`src/rtl/serie_paralelo_pkg.sv`:
```
// Shared state encoding, default comma word and counter helpers for the
// serial-to-parallel word aligner.
package serie_paralelo_pkg;

    typedef enum logic [1:0] {
        SEARCH = 2'd0,
        ALIGN  = 2'd1,
        LOCKED = 2'd2
    } sp_state_t;

    localparam logic [7:0] COMMA_DEFAULT = 8'hBC;
    localparam int         CNT_W         = 4;

    // Saturating increment: counters hold at all-ones instead of wrapping.
    function automatic logic [CNT_W-1:0] sat_inc(input logic [CNT_W-1:0] c);
        return (c == '1) ? c : c + 1'b1;
    endfunction

    // True when this increment is the one that reaches the target count.
    function automatic logic last_step(input logic [CNT_W-1:0] c, input int target);
        return (int'(c) + 1) == target;
    endfunction

endpackage

```
`src/rtl/sp_lock_fsm.sv`:
```
// Lock qualification for the word aligner: SEARCH -> ALIGN -> LOCKED with
// separate aligned-comma and misaligned-comma counters for hysteresis.
module sp_lock_fsm
    import serie_paralelo_pkg::*;
#(
    parameter int LOCK_COUNT = 4,
    parameter int LOSS_COUNT = 2
) (
    input  logic      clk_8f,
    input  logic      reset,
    input  logic      comma_hit,
    input  logic      boundary,
    output sp_state_t state,
    output logic      ph_load,
    output logic      locked
);

    logic [CNT_W-1:0] cnt;
    logic [CNT_W-1:0] err;

    // A comma seen while searching defines the word phase: the next boundary
    // is one full word later, so the phase counter is loaded with 1.
    assign ph_load = (state == SEARCH) && comma_hit;

    always_ff @(posedge clk_8f) begin
        if (reset) begin
            state  <= SEARCH;
            cnt    <= '0;
            err    <= '0;
            locked <= 1'b0;
        end else begin
            case (state)
                SEARCH: begin
                    if (comma_hit) begin
                        cnt <= CNT_W'(1);
                        err <= '0;
                        if (LOCK_COUNT == 1) begin
                            state  <= LOCKED;
                            locked <= 1'b1;
                        end else begin
                            state <= ALIGN;
                        end
                    end
                end
                ALIGN: begin
                    if (boundary) begin
                        if (comma_hit) begin
                            cnt <= sat_inc(cnt);
                            if (last_step(cnt, LOCK_COUNT)) begin
                                state  <= LOCKED;
                                locked <= 1'b1;
                                err    <= '0;
                            end
                        end else begin
                            cnt   <= '0;
                            state <= SEARCH;
                        end
                    end
                end
                LOCKED: begin
                    // An aligned comma forgives earlier misaligned ones.
                    if (boundary) begin
                        if (comma_hit) begin
                            err <= '0;
                        end
                    end else if (comma_hit) begin
                        err <= sat_inc(err);
                        if (last_step(err, LOSS_COUNT)) begin
                            state  <= SEARCH;
                            locked <= 1'b0;
                            cnt    <= '0;
                            err    <= '0;
                        end
                    end
                end
                default: begin
                    state  <= SEARCH;
                    locked <= 1'b0;
                end
            endcase
        end
    end

endmodule

```
`src/rtl/serie_paralelo_align.sv`:
```
// Serial-to-parallel converter with self-aligning comma search; emits one
// valid pulse per aligned non-comma word while locked.
module serie_paralelo_align
    import serie_paralelo_pkg::*;
#(
    parameter int               WIDTH      = 8,
    parameter logic [WIDTH-1:0] COMMA      = WIDTH'(COMMA_DEFAULT),
    parameter int               LOCK_COUNT = 4,
    parameter int               LOSS_COUNT = 2
) (
    input  logic             clk_8f,
    input  logic             reset,
    input  logic             data_in,
    output logic [WIDTH-1:0] parallel_out,
    output logic             valid_out,
    output logic             locked,
    output logic             comma_det
);

    localparam int             PH_W    = $clog2(WIDTH);
    localparam logic [PH_W-1:0] PH_LAST = PH_W'(WIDTH - 1);

    logic [WIDTH-1:0] sr;
    logic [PH_W-1:0]  ph;
    logic             comma_hit;
    logic             boundary;
    logic             ph_load;
    sp_state_t        state;

    assign comma_hit = (sr == COMMA);
    assign boundary  = (ph == '0);

    sp_lock_fsm #(
        .LOCK_COUNT (LOCK_COUNT),
        .LOSS_COUNT (LOSS_COUNT)
    ) u_lock_fsm (
        .clk_8f    (clk_8f),
        .reset     (reset),
        .comma_hit (comma_hit),
        .boundary  (boundary),
        .state     (state),
        .ph_load   (ph_load),
        .locked    (locked)
    );

    always_ff @(posedge clk_8f) begin
        if (reset) begin
            sr <= '0;
            ph <= '0;
        end else begin
            sr <= {sr[WIDTH-2:0], data_in};
            if (ph_load) begin
                ph <= PH_W'(1);
            end else if (ph == PH_LAST) begin
                ph <= '0;
            end else begin
                ph <= ph + 1'b1;
            end
        end
    end

    // Output stage: registered word/valid one cycle after the boundary cycle.
    always_ff @(posedge clk_8f) begin
        if (reset) begin
            parallel_out <= '0;
            valid_out    <= 1'b0;
            comma_det    <= 1'b0;
        end else begin
            comma_det <= comma_hit;
            if ((state == LOCKED) && boundary && !comma_hit) begin
                parallel_out <= sr;
                valid_out    <= 1'b1;
            end else begin
                parallel_out <= '0;
                valid_out    <= 1'b0;
            end
        end
    end

endmodule
```
`config.mk`:
```
export PLATFORM = sky130hd
export DESIGN_NAME = serie_paralelo_align
export DESIGN_NICKNAME = d
export VERILOG_FILES = /design/src/rtl/serie_paralelo_pkg.sv /design/src/rtl/sp_lock_fsm.sv /design/src/rtl/serie_paralelo_align.sv
export SDC_FILE = /design/constraint.sdc
export NUM_CORES = 1
export LEC_CHECK = 0
export ABC_AREA = 0
export ABC_CLOCK_PERIOD_IN_PS = 3100
export CAP_MARGIN = 20
export CORE_AREA = 2 2 82 68
export CTS_CLUSTER_DIAMETER = 40
export DETAILED_ROUTE_END_ITERATION = 8
export DIE_AREA = 0 0 84 70
export PLACE_DENSITY = 0.56
export SKIP_LAST_GASP = 1
export SYNTH_ARGS = -nofsm -noshare
export SYNTH_HDL_FRONTEND = slang
export SYNTH_SLANG_ARGS = --single-unit
```
`constraint.sdc`:
```
create_clock -name clk_8f -period 3.1 [get_ports clk_8f]
set_input_delay 0.465 -clock clk_8f [delete_from_list [all_inputs] [get_ports clk_8f]]
set_output_delay 0.465 -clock clk_8f [all_outputs]
set_load 0.02 [all_outputs]
```
==> impl_results.md <==
- Buf/Inv on CP: 0
- Clk_skew: 0.003729 ns
- GP Congestion: 0.7568
- Clock transition at path regs: 0.07 ns
- P_leak: 0.6675 nW
- IO Port Bufs: 13
- Internal power: 702.6 uW
- Post-Syn Area: 1470 um2
- Status: complete, no violations
- H-tree Lvls: 2
- Syn Area/Cell: 9.246 um2
- Cell repeated most along the worst path: or4b_1
- Top post-synthesis cells by area: dfxtp_1, ha_1, and2_1
- Fin crit period: 2.667 ns
- Worst EP arrival: 2.88 ns
- GR Overflow Total: 0
- Hpwl dp: 2.003 mm
- Clock sinks: 32
- Setup TNS Final: 0 ns
- Relative slew slack: 0.4927
- Hold WS: 0.4788 ns
- Ys Warns: 0
- Switching pwr: 224.9 uW
- Worst-margin pin slew: 0.7551 ns
- Routed Antenna Nets: 0
- # fillers: 534
- Critical path startpoint category: register
- Register-to-Register Path Depth: 6
- Top FF cell, synth: dfxtp_1
- Final setup vio count: 0
- Hold Buf Count CTS: 0
- Flop pwr share: 0.470
- Post-Syn Nets: 172
- Most common cell in the netlist: dfxtp_1
- Achievable Freq: 375.0 MHz
- Chip height: 70 um
- Clock power frac: 0.431
- CP top delay family: simple AND/OR/NAND/NOR gates
- IO Count: 14
- Clock buffer depth: 2
- Initial Util: 0.2830
- Net count, final: 190
- Synth async-reset ratio: 0
- Synth cell count leaders: dfxtp_1, nor2_1, and2_1, nor2b_1, ha_1
- Site Rows: 24
- Overall Global Routing Usage: 0.1022
- DR pass1 iterations: 4
- Post-synth top area cell: dfxtp_1
- Vias after detailed routing: 1149
- Final slew viol count: 0
- Wire per inst: 11.53 um
- Die area: 5880 um2
- Worst hold-check path type: reg2reg
- Post-CTS setup buffer count: 0
- Top-area cell type share of the netlist area: 0.4357
- Iter 0 DRT Violations: 36
- Unrepaired setup endpoints after global routing: false
- Routed via count divided by cell count: 4.728
- Synth cell types: 47
- Max_cap viols: 0
- Post-synth EDFFs: 0
- Drt total wl: 2.801 mm
- CP cell instances: ha_1 -> or4b_1 -> o311a_1 -> or4b_1 -> or4_1 -> a21oi_1
- Synth Register Bits: 32
- Peak VDD IR: 0.0002384 V
- Layout cells sized above 1: 0.07865
- Power Dens Cells: 516.9 nW/um2
- Inserted Clock Buffers: 5
- Root Buffer: clkbuf_8
- Crit Path Class: reg2reg
- Sw Share: 0.2425
- Worst hold path depth: 2
- Final hold violations: 0
- # DRC: 0
- Worst skew pair latency: 0.28 ns
- Initial antenna violation count: 0
- Post-cts resize count: 0
- Crit path depth: 6
- Die W: 84 um
- Critical path endpoint category: register
- Cells after Synth: 159
- Final core utilization: 0.3454
- Final worst path period share: 0.8603
- First-pass GRT wire length: 4.830 mm
- Crit path required time: 3.32 ns
- Final Total Pwr: 927.5 uW
- Vias in the first global route: 1041
- P&R area growth vs syn: 22.04%
- Sequential fraction of the synthesis area: 0.4357
- Ant diodes: 0
- Critical Path Slowest Stage Cell: or4b_1
- Largest net degree at the start of global routing: 17
- Max incr delay on CP: 0.67 ns
- Core ar.: 5195 um2
- CTS tree: yes
- Crit path max fanout: 8
- Combinational power share: 0.100
cell usage in the layout, fill, tap and decap left out, types with 3 or more instances in the layout:
master | Yosys | final
nand2_1 | 7 | 7
or3_1 | 3 | 3
clkbuf_8 | 0 | 5
clkdlybuf4s50_1 | 0 | 13
buf_4 | 0 | 3
ha_1 | 10 | 10
nand2b_1 | 3 | 3
inv_1 | 8 | 8
dfxtp_1 | 32 | 32
nor2b_1 | 11 | 11
a21oi_1 | 8 | 8
a211oi_1 | 3 | 3
o21ai_0 | 4 | 4
and2_1 | 11 | 11
nor3_1 | 4 | 4
nor2_1 | 13 | 13
routing by layer:
| layer | track usage | wire length [um] | vias up |
|---|---|---|---|
| li1 | - | - | 603 |
| met1 | 0.1526 | 1573 | 521 |
| met2 | 0.1333 | 1088 | 20 |
| met3 | 0.03901 | 111 | 5 |
| met4 | 0.03226 | 27 | 0 |
| met5 | 0 | 0 | - |
cell type report:
type,instances,area (um2),area share
clock inverter,3,42.54,0.02371
multi-input combinational,114,778.2,0.4338
clock buffer,5,68.82,0.03835
inverter,8,30.03,0.01674
sequential,32,640.6,0.3570
timing repair buffer,16,152.6,0.08508
tap,65,81.33,0.04533
registers in the layout, indices dropped and copies added (netlist names):
register	count
u_lock_fsm.state	2
ph	3
sr	8
parallel_out	8
comma_det	1
u_lock_fsm.err	4
u_lock_fsm.locked	1
u_lock_fsm.cnt	4
valid_out	1
path summary, 6_finish.rpt:
path / start / to / slack [ns]
max: u_lock_fsm.err[0]$_SDFFE_PP0P_ / u_lock_fsm.cnt[3]$_SDFFE_PP0P_ / 0.43
min: u_lock_fsm.cnt[1]$_SDFFE_PP0P_ / u_lock_fsm.cnt[1]$_SDFFE_PP0P_ / 0.48
max reg2reg: u_lock_fsm.err[0]$_SDFFE_PP0P_ / u_lock_fsm.cnt[3]$_SDFFE_PP0P_ / 0.43
min reg2reg: u_lock_fsm.cnt[1]$_SDFFE_PP0P_ / u_lock_fsm.cnt[1]$_SDFFE_PP0P_ / 0.48
cell families after synthesis:
kind of cell	Yosys count	share of synthesized area
buffers and inverters	13	0.03489
multiplexers	2	0.01362
flip-flops	32	0.4357
AND/OR/NAND/NOR	72	0.2894
AO/OA/AOI/OAI	30	0.1413
adder cells (fa/ha/maj)	10	0.08511
power by group through the flow:
stage | combinational, mW | sequential (mW) | clock, mW
floorplan | 0.0722 | 0.441 | 0
global placement | 0.0929 | 0.445 | 0
detailed placement | 0.0917 | 0.445 | 0
CTS | 0.0925 | 0.435 | 0.410
global route | 0.105 | 0.437 | 0.432
finish | 0.0924 | 0.436 | 0.399
worst min-delay path: stages, from the launching register on:
cell     delay, ns
dfxtp_1       0.33
nand2_1       0.06
a21oi_1       0.05
stage by stage:
| step | cell area (um2) | setup slack, ns | instances |
|---|---|---|---|
| 3_3_place_gp | 1683 | 0.5022 | 235 |
| 6_report | 1794 | 0.4331 | 243 |
| 5_1_grt | 1794 | 0.2699 | 243 |
| 3_5_place_dp | 1683 | 0.4606 | 235 |
| 4_1_cts | 1794 | 0.4379 | 243 |
| 2_1_floorplan | 1470 | 0.6056 | 159 |
Power figures use the tool's default switching activity.
